File: config.mk
export PLATFORM = sky130hd
export DESIGN_NAME = record_capture_writer_flat
export DESIGN_NICKNAME = d
export VERILOG_FILES = /design/src/rtl/record_capture_writer_pkg.sv /design/src/rtl/record_capture_writer_if.sv /design/src/rtl/record_capture_writer_encoder.sv /design/src/rtl/record_capture_writer.sv /design/src/flat_wrapper.sv
export SDC_FILE = /design/constraint.sdc
export NUM_CORES = 2
export LEC_CHECK = 0
export CORE_AREA = 4 4 312 314
export DETAILED_ROUTE_END_ITERATION = 10
export DIE_AREA = 0 0 316 318
export PLACE_DENSITY = 0.65
export SLEW_MARGIN = 5
export SYNTH_ARGS = -nofsm -noshare
export SYNTH_HDL_FRONTEND = slang
export SYNTH_SLANG_ARGS = --single-unit
File: constraint.sdc
create_clock -name clk -period 4.5 [get_ports clk]
set_input_delay 0.9 -clock clk [delete_from_list [all_inputs] [get_ports clk]]
set_output_delay 0.9 -clock clk [all_outputs]
set_load 0.01 [all_outputs]
File: src/rtl/record_capture_writer_pkg.sv
// record_capture_writer_pkg: shared sizes, note/record types, FSM states and slot-id check for the record capture writer
package record_capture_writer_pkg;
  localparam int KEYS = 8;
  localparam int REC_LEN = 32;
  localparam int PLAY_RECS_MAX = 8;
  localparam int TICK_W = 16;
  typedef struct packed {
    logic [KEYS-1:0] keys;
    logic [TICK_W-1:0] ticks;
  } note_event_t;
  typedef struct packed {
    note_event_t [REC_LEN-1:0] notes;
    logic [7:0] length;
  } play_record_t;
  typedef enum logic [1:0] {IDLE, CAPTURE, COMMIT} state_t;
  function automatic logic id_valid(input logic [7:0] id);
    return id != 8'd0 && id <= 8'(PLAY_RECS_MAX);
  endfunction
endpackage

File: src/rtl/record_capture_writer_if.sv
// record_capture_writer_if: keyboard-side inputs (tick_en, keys_in, start, target_id, stop) and storage-side outputs (write_record_id, new_record_data, busy, done, overflow, error, event_count); master = driver, slave = writer
interface record_capture_writer_if;
  import record_capture_writer_pkg::*;
  logic tick_en;
  logic [KEYS-1:0] keys_in;
  logic start;
  logic [7:0] target_id;
  logic stop;
  logic [7:0] write_record_id;
  play_record_t new_record_data;
  logic busy;
  logic done;
  logic overflow;
  logic error;
  logic [7:0] event_count;
  modport master (
    output tick_en, keys_in, start, target_id, stop,
    input write_record_id, new_record_data, busy, done, overflow, error, event_count
  );
  modport slave (
    input tick_en, keys_in, start, target_id, stop,
    output write_record_id, new_record_data, busy, done, overflow, error, event_count
  );
endinterface

File: src/rtl/record_capture_writer_encoder.sv
// record_capture_writer_encoder: run-length encoder holding the open event; ports clk, rst, load_i, tick_i, flush_i, keys_i in; store_o pulse with ev_o out
module record_capture_writer_encoder
  import record_capture_writer_pkg::*;
#(
  parameter int TW = TICK_W
) (
  input  logic            clk,
  input  logic            rst,
  input  logic            load_i,
  input  logic            tick_i,
  input  logic            flush_i,
  input  logic [KEYS-1:0] keys_i,
  output logic            store_o,
  output note_event_t     ev_o
);
  logic [KEYS-1:0] keys_q, keys_d;
  logic [TW-1:0] ticks_q, ticks_d;
  logic live, restart;
  always_comb begin
    live = ticks_q != '0;
    restart = !live || keys_i != keys_q || &ticks_q;
    store_o = live && (flush_i || (tick_i && restart));
    keys_d = (load_i || tick_i) ? keys_i : keys_q;
    ticks_d = load_i ? '0 : tick_i ? (restart ? TW'(1) : ticks_q + TW'(1)) : ticks_q;
    ev_o = {keys_q, TICK_W'(ticks_q)};
  end
  always_ff @(posedge clk) begin
    if (rst) begin
      keys_q <= '0;
      ticks_q <= '0;
    end else begin
      keys_q <= keys_d;
      ticks_q <= ticks_d;
    end
  end
endmodule

File: src/rtl/record_capture_writer.sv
// record_capture_writer: captures key activity as run-length events and commits the record to storage; ports clk, sys_rst, bus (slave modport of record_capture_writer_if)
module record_capture_writer
  import record_capture_writer_pkg::*;
#(
  parameter int TW = TICK_W
) (
  input logic clk,
  input logic sys_rst,
  record_capture_writer_if.slave bus
);
  localparam int IW = $clog2(REC_LEN);
  state_t state_q, state_d;
  logic [7:0] id_q, id_d, cnt_q, cnt_d;
  note_event_t [REC_LEN-1:0] notes_q, notes_d;
  logic ovf_q, ovf_d, done_q, done_d, err_q, err_d;
  logic accept, capturing, store, full;
  note_event_t ev;
  assign capturing = state_q == CAPTURE;
  record_capture_writer_encoder #(.TW(TW)) u_enc (
    .clk(clk),
    .rst(sys_rst),
    .load_i(accept),
    .tick_i(capturing && bus.tick_en && !bus.stop),
    .flush_i(capturing && bus.stop),
    .keys_i(bus.keys_in),
    .store_o(store),
    .ev_o(ev)
  );
  always_comb begin
    accept = state_q == IDLE && bus.start && id_valid(bus.target_id);
    full = cnt_q == 8'(REC_LEN - 1);
    state_d = state_q;
    id_d = id_q;
    cnt_d = cnt_q;
    notes_d = notes_q;
    ovf_d = ovf_q;
    done_d = state_q == COMMIT;
    err_d = state_q == IDLE && bus.start && !id_valid(bus.target_id);
    if (accept) begin
      state_d = CAPTURE;
      id_d = bus.target_id;
      cnt_d = '0;
      notes_d = '0;
      ovf_d = 1'b0;
    end
    if (capturing && store) begin
      notes_d[cnt_q[IW-1:0]] = ev;
      cnt_d = cnt_q + 8'd1;
    end
    if (capturing && (bus.stop || (store && full))) state_d = COMMIT;
    if (capturing && !bus.stop && store && full) ovf_d = 1'b1;
    if (state_q == COMMIT) state_d = IDLE;
  end
  always_ff @(posedge clk) begin
    if (sys_rst) begin
      state_q <= IDLE;
      id_q <= '0;
      cnt_q <= '0;
      notes_q <= '0;
      ovf_q <= 1'b0;
      done_q <= 1'b0;
      err_q <= 1'b0;
    end else begin
      state_q <= state_d;
      id_q <= id_d;
      cnt_q <= cnt_d;
      notes_q <= notes_d;
      ovf_q <= ovf_d;
      done_q <= done_d;
      err_q <= err_d;
    end
  end
  assign bus.write_record_id = state_q == COMMIT ? id_q : '0;
  assign bus.new_record_data = {notes_q, cnt_q};
  assign bus.busy = state_q != IDLE;
  assign bus.done = done_q;
  assign bus.overflow = ovf_q;
  assign bus.error = err_q;
  assign bus.event_count = cnt_q;
endmodule

File: src/flat_wrapper.sv
// flat-port wrapper written by rule: the top's interface ports become plain ports
module record_capture_writer_flat import record_capture_writer_pkg::*;
#(
  parameter int TW = TICK_W
)
  (clk, sys_rst, bus_tick_en, bus_keys_in, bus_start, bus_target_id, bus_stop, bus_write_record_id, bus_new_record_data, bus_busy, bus_done, bus_overflow, bus_error, bus_event_count);
  record_capture_writer_if bus_i ();
  input logic clk;
  input logic sys_rst;
  input wire logic [$bits(bus_i.tick_en)-1:0] bus_tick_en;
  input wire logic [$bits(bus_i.keys_in)-1:0] bus_keys_in;
  input wire logic [$bits(bus_i.start)-1:0] bus_start;
  input wire logic [$bits(bus_i.target_id)-1:0] bus_target_id;
  input wire logic [$bits(bus_i.stop)-1:0] bus_stop;
  output wire logic [$bits(bus_i.write_record_id)-1:0] bus_write_record_id;
  output wire logic [$bits(bus_i.new_record_data)-1:0] bus_new_record_data;
  output wire logic [$bits(bus_i.busy)-1:0] bus_busy;
  output wire logic [$bits(bus_i.done)-1:0] bus_done;
  output wire logic [$bits(bus_i.overflow)-1:0] bus_overflow;
  output wire logic [$bits(bus_i.error)-1:0] bus_error;
  output wire logic [$bits(bus_i.event_count)-1:0] bus_event_count;
  assign bus_i.tick_en = bus_tick_en;
  assign bus_i.keys_in = bus_keys_in;
  assign bus_i.start = bus_start;
  assign bus_i.target_id = bus_target_id;
  assign bus_i.stop = bus_stop;
  assign bus_write_record_id = bus_i.write_record_id;
  assign bus_new_record_data = bus_i.new_record_data;
  assign bus_busy = bus_i.busy;
  assign bus_done = bus_i.done;
  assign bus_overflow = bus_i.overflow;
  assign bus_error = bus_i.error;
  assign bus_event_count = bus_i.event_count;
  record_capture_writer #(.TW(TW)) u_core (.clk(clk), .sys_rst(sys_rst), .bus(bus_i));
endmodule
==> After elaboration in Yosys (flattened, before gate mapping) <==
Index checks and enable logic that the tools add are counted.
{ "op_classes": {"reduce_logical": 35, "n_mux": 13, "n_addsub": 2, "order_cmp": 3, "n_eq_ne": 4} }
{ "ops": {"columns": ["op", "count"], "rows": [
  ["$mux 768", 2],
  ["$bwmux 768", 1],
  ["$demux 24 s5", 1],
  ["$mux 24", 1],
  ["$mux 8", 3],
  ["$add 16x1->16 const B", 1],
  ["$logic_and 1x1->1", 16],
  ["$mux 16", 1],
  ["$reduce_and 16->1", 1],
  ["$reduce_bool 16->1", 1],
  ["$add 8x1->8 const B", 1],
  ["$eq 8x5->1 const B", 1],
  ["$le 8x4->1 const B", 1],
  ["$ne 8x8->1", 1],
  ["$reduce_bool 2->1", 4],
  ["$reduce_bool 8->1", 1],
  ["$lt 5x6->1 const B", 1],
  ["$ge 5x1->1 const B", 1],
  ["$logic_or 1x1->1", 5],
  ["$mux 2", 2],
  ["$reduce_or 2->1", 2],
  ["$logic_not 1->1", 3],
  ["$reduce_or 3->1", 1],
  ["$eq 2x1->1 const B", 1],
  ["3 further kinds", 4]
]} }
{ "word_totals": {"register_bits": 813, "input_bits": 21} }

==> Longest topological paths before layout <==
{ "depth": {"ltp_word": 11, "ltp_mapped": 13, "depth_no_buf": 8} }

==> Cells and area by module <==
From an unflattened synthesis, not the netlist that was laid out.
{ "unflattened": {"cells_unflattened": 2968, "hier_area_um2": 27333.7} }
{ "by_module_without_submodules": {"columns": ["module", "area_each_um2", "cells_per_inst", "n_inst"], "rows": [
  ["record_capture_writer", 26003.7, 2819, 1],
  ["record_capture_writer_encoder", 1330.0, 149, 1]
]} }

==> Worst setup path after synthesis <==
No wires, ideal clock.
{ "synth_timing": {"path_type": "reg-to-reg", "start": "reg u_core.u_enc.ticks_q[0]", "end": "reg u_core.ovf_q (netlist: u_core.bus.overflow)", "slack_ps": 1776, "arrival_time_ps": 2637, "required_time_ps": 4413, "path_stages_with_launch": 12, "setup_ps": 87, "period_less_slack_ps": 2724, "path_buffers": 3, "cell_sequence": "dfxtp_1 > clkbuf_1 > buf_1 > inv_1 > ha_1 > nor4b_1 > and4_4 > nor2_2 > buf_4 > o2111ai_2 > or4_1 > o31ai_1"} }
{ "synth_between": {"elab_chain_len": 10, "elab_cells_between_ends": 12} }
{ "synth_lines": {"columns": ["element", "line_no", "source"], "rows": [
  ["start: declaration", "record_capture_writer_encoder.sv:17", "logic [TW-1:0] ticks_q, ticks_d;"],
  ["start signal: assignment", "record_capture_writer_encoder.sv:33", "ticks_q <= ticks_d;"],
  ["$reduce_bool 16->1", "record_capture_writer_encoder.sv:20", "live = ticks_q != '0;"],
  ["$logic_not 1->1", "record_capture_writer_encoder.sv:21", "restart = !live || keys_i != keys_q || &ticks_q;"],
  ["$logic_or 1x1->1 (2 in a row)", "record_capture_writer_encoder.sv:21", null],
  ["$logic_and 1x1->1", "record_capture_writer_encoder.sv:22", "store_o = live && (flush_i || (tick_i && restart));"],
  ["$logic_or 1x1->1", "record_capture_writer_encoder.sv:22", null],
  ["$logic_and 1x1->1 (*)", "record_capture_writer_encoder.sv:22", null],
  ["$logic_and 1x1->1 (*) (2 in a row)", "record_capture_writer.sv:51", "if (capturing && !bus.stop && store && full) ovf_d = 1'b1;"],
  ["$mux 1 or $reduce_bool 2->1 (tied branches)", null, null],
  ["end signal: assignment", "record_capture_writer.sv:68", "ovf_q <= ovf_d;"],
  ["end: declaration", "record_capture_writer.sv:15", "logic ovf_q, ovf_d, done_q, done_d, err_q, err_d;"]
]} }
Every way passes the cells marked *; elsewhere a longest branch is shown, timed or not.
A chain may end at the register's enable or synchronous reset.

==> Final worst setup path <==
{ "layout_timing": {"start": "in bus_target_id[0]", "end": "reg u_core.notes_q (netlist bit u_core.bus.new_record_data[101])"} }
{ "layout_between": {"elab_chain_len": 6, "elab_cells_between_ends": 7} }
{ "layout_lines": {"columns": ["element", "line_no", "source"], "rows": [
  ["start: declaration", "flat_wrapper.sv:13", "input wire logic [$bits(bus_i.target_id)-1:0] bus_target_id;"],
  ["$le 8x4->1 or $reduce_bool 8->1 (tied branches)", "record_capture_writer_pkg.sv:17", "return id != 8'd0 && id <= 8'(PLAY_RECS_MAX);"],
  ["$logic_and 1x1->1 (*)", "record_capture_writer_pkg.sv:17", null],
  ["$logic_and 1x1->1 (*)", "record_capture_writer.sv:30", "accept = state_q == IDLE && bus.start && id_valid(bus.target_id);"],
  ["$mux 768 (*)", "record_capture_writer.sv:39", "if (accept) begin"],
  ["$bwmux 768", "record_capture_writer.sv:47", "notes_d[cnt_q[IW-1:0]] = ev;"],
  ["$mux 768 (*)", "record_capture_writer.sv:46", "if (capturing && store) begin"],
  ["end signal: assignment", "record_capture_writer.sv:67", "notes_q <= notes_d;"],
  ["end: declaration", "record_capture_writer.sv:14", "note_event_t [REC_LEN-1:0] notes_q, notes_d;"]
]} }
Marked as above.

==> metrics.cfg <==
[global_routing]
grt_pass1_vias=24529
antenna_found_initial=2
grt_max_degree=171
overflow=0
grt_use_total_pct=24.29
grt_pass1_wl_um=179700

[synthesis]
synthArstFlopShare_pct=0
synth_top_flop_cell=dfxtp_1
netlist_area_sq_um=30300
yosysSeqAreaShare_pct=53.71
yosysWarningCount=0
synth_fp_nets=3028
ys_seq_elements=813
synth_cell_types=54
netlist_instances=3001
synth_edf_count=0
syn_area_per_cell_sq_um=10.10

[sta]
min_period_ns=3.759
setup_viol=0
worst_pin_slew_ns=1.212
fin_crit_sh_pct=83.54
fin_skew_ns=0.02894
rsz0062_at_grt=false
relSlewSlack_pct=19.03
fin_setup_tns_ns=0
maxSlewViolCount=0
timing.fmax_mhz=266.0
final-hold-violation-count=0

[clock_network]
cts_root_buf=clkbuf_16
cts.repair.resized=0
clock_path_buffers=3
cts-buffers-inserted=89
clock_latency_ns=0.65
postCtsSetupBuffers=0
clk_pin_slew_worst_paths_ns=0.06
cts_hold_buf=0
cts_num_sinks=813
htreeDepth=3
cts_tree=yes

[die]
num_io_pins=817
die_h_um=318
initial_core_util_pct=32.04
dieArea_sq_um=100500
fp.coreArea_sq_um=94590
rows=113
die_x_um=316

[route]
totalWireLength_um=127100
drc=0
via_per_inst=4.978
vias=25068
post_drt_wl_per_cell_um=25.23
drt_iter0_drc=1859
antenna_left=0
firstDrtPassIters=7

[placed_design]
hpwl_um=83800
gp_congestion=0.7901
io_buffers=816

[critical_path]
cp.arrival_ns=4.31
critPathLaunchType=input pin
crit_type=input pin to flip-flop
slowest_stage=buf_4
cp_max_fo=102
cp_cell_sequence=clkdlybuf4s50_1 -> nor4_1 -> nor3_2 -> nor2b_1 -> nor2_4 -> buf_4 -> nand2_1 -> a2bb2oi_1
worst_setup_path_end_kind=flip-flop
critical_path.max_stage_delay_ns=0.94
worstPathRequired_ns=5.05

[worst_hold_path]
holdCritPathClass=flip-flop to flip-flop

[layout]
multiInputGateArea_sq_um=12450
fillers=8936
area_growth_pct=40.42
seq_area_sq_um=16300
utilization_pct=44.98
nets=3724
drive_above_1_share_pct=11.04

[power_and_ir_drop]
power_leakage_nw=17.44
ir_drop_mv=0.3292
p_per_area_nw_per_um2=356.8
finalPower_mw=15.18

[outcome]
status=finished clean

[run]
drv_cap=0

-- logic make-up (layout without fill, tap and decap cells) --
family / Yosys count / after routing / share of synthesized area, %
and+or+nand+nor: 1025 / 1025 / 14.95
muxes: 288 / 288 / 9.514
other: 0 / 3 / 0
DFF: 813 / 813 / 53.71
adders and majority gates: 6 / 6 / 0.2477
xor gates and xnor gates: 23 / 23 / 0.6648
AOI/OAI and AO/OA: 523 / 523 / 15.34
buffers and inverters: 323 / 1090 / 5.574
-- final timing paths --
kind / slack [ns] / start / depth (start not counted) / to
min: 0.45 / u_core.bus.new_record_data[483]$_SDFF_PP0_ / 2 / u_core.bus.new_record_data[483]$_SDFF_PP0_
max reg2reg: 1.23 / u_core.u_enc.ticks_q[4]$_SDFFE_PP0P_ / 8 / u_core.bus.new_record_data[625]$_SDFF_PP0_
min reg2reg: 0.45 / u_core.bus.new_record_data[483]$_SDFF_PP0_ / 2 / u_core.bus.new_record_data[483]$_SDFF_PP0_
max: 0.74 / bus_target_id[0] / 8 / u_core.bus.new_record_data[101]$_SDFF_PP0_
-- metal layers --
layer	part of all wire [%]	GRT usage [%]	vias up
met3	7.1	6.506	202
met5	0	0	-
met1	43	30.29	12331
li1	-	-	11679
met2	47	40.39	856
met4	3.3	8.449	0
-- power by group --
group	switching, mW	internal (mW)
Combinational	0.172	0.0463
Sequential	0.00132	7.20
Clock	3.07	4.70
Total	3.24	11.9
-- critical path: cells and delay by family --
kind | cells | cell delay (ns)
AOI/OAI and AO/OA | 1 | 0.18
buffers and inverters | 2 | 1.39
and+or+nand+nor | 5 | 1.69
-- cells in the mapped netlist, types with 41 or more instances --
| master | count | area, sq um |
|---|---|---|
| a2bb2oi_1 | 270 | 2365 |
| nand2_1 | 713 | 2676 |
| o21ai_0 | 78 | 390.4 |
| nand3_1 | 145 | 725.7 |
| buf_2 | 129 | 645.6 |
| a2bb2oi_2 | 90 | 1351 |
| mux2i_1 | 288 | 2883 |
| a21oi_1 | 57 | 285.3 |
| buf_4 | 41 | 307.8 |
| dfxtp_1 | 813 | 16280 |
| clkbuf_1 | 111 | 416.7 |
| nor2_1 | 52 | 195.2 |
-- final cells by class --
| type | count | area share, % |
|---|---|---|
| Multi-Input combinational cell | 1865 | 29.26 |
| Timing Repair Buffer | 921 | 21.30 |
| Clock buffer | 122 | 6.052 |
| Antenna cell | 3 | 0.01764 |
| Sequential cell | 813 | 38.31 |
| Tap cell | 1265 | 3.720 |
| Inverter | 7 | 0.06175 |
| Clock inverter | 40 | 1.276 |
-- cell usage in the layout (no fill, tap or decap), types with 16 or more instances in the layout --
cell,instances
nand2_1,713
nor2_1,52
dfxtp_1,794
a2bb2oi_2,90
nand2b_1,16
clkbuf_8,16
buf_4,96
clkbuf_16,92
a2bb2oi_1,270
xor2_1,20
dfxtp_2,19
nand3_1,144
a21oi_1,57
mux2i_1,288
o21ai_0,78
clkdlybuf4s50_1,815
nand3_2,17
clkinv_2,17
-- sequential cells by signal (all words and copies together), names as in the netlist --
name                        count
u_core.bus.done                 1
u_core.u_enc.keys_q             8
u_core.bus.overflow             1
u_core.bus.new_record_data    768
u_core.bus.event_count          8
u_core.state_q                  2
u_core.u_enc.ticks_q           16
u_core.id_q                     8
u_core.bus.error                1
-- through the flow --
stage / area [sq um] / worst slack (ns) / cells / hold WS [ns]
2_1_floorplan: 30300 / 1.776 / 3001 / 0.4209
3_3_place_gp: 39420 / 0.1788 / 4871 / 0.4338
3_5_place_dp: 39420 / 0.1809 / 4871 / 0.4351
4_1_cts: 42540 / 0.8497 / 5033 / 0.4491
5_1_grt: 42550 / 0.5610 / 5035 / 0.4609
6_report: 42550 / 0.7406 / 5036 / 0.4462
Power figures use the tool's default switching activity.
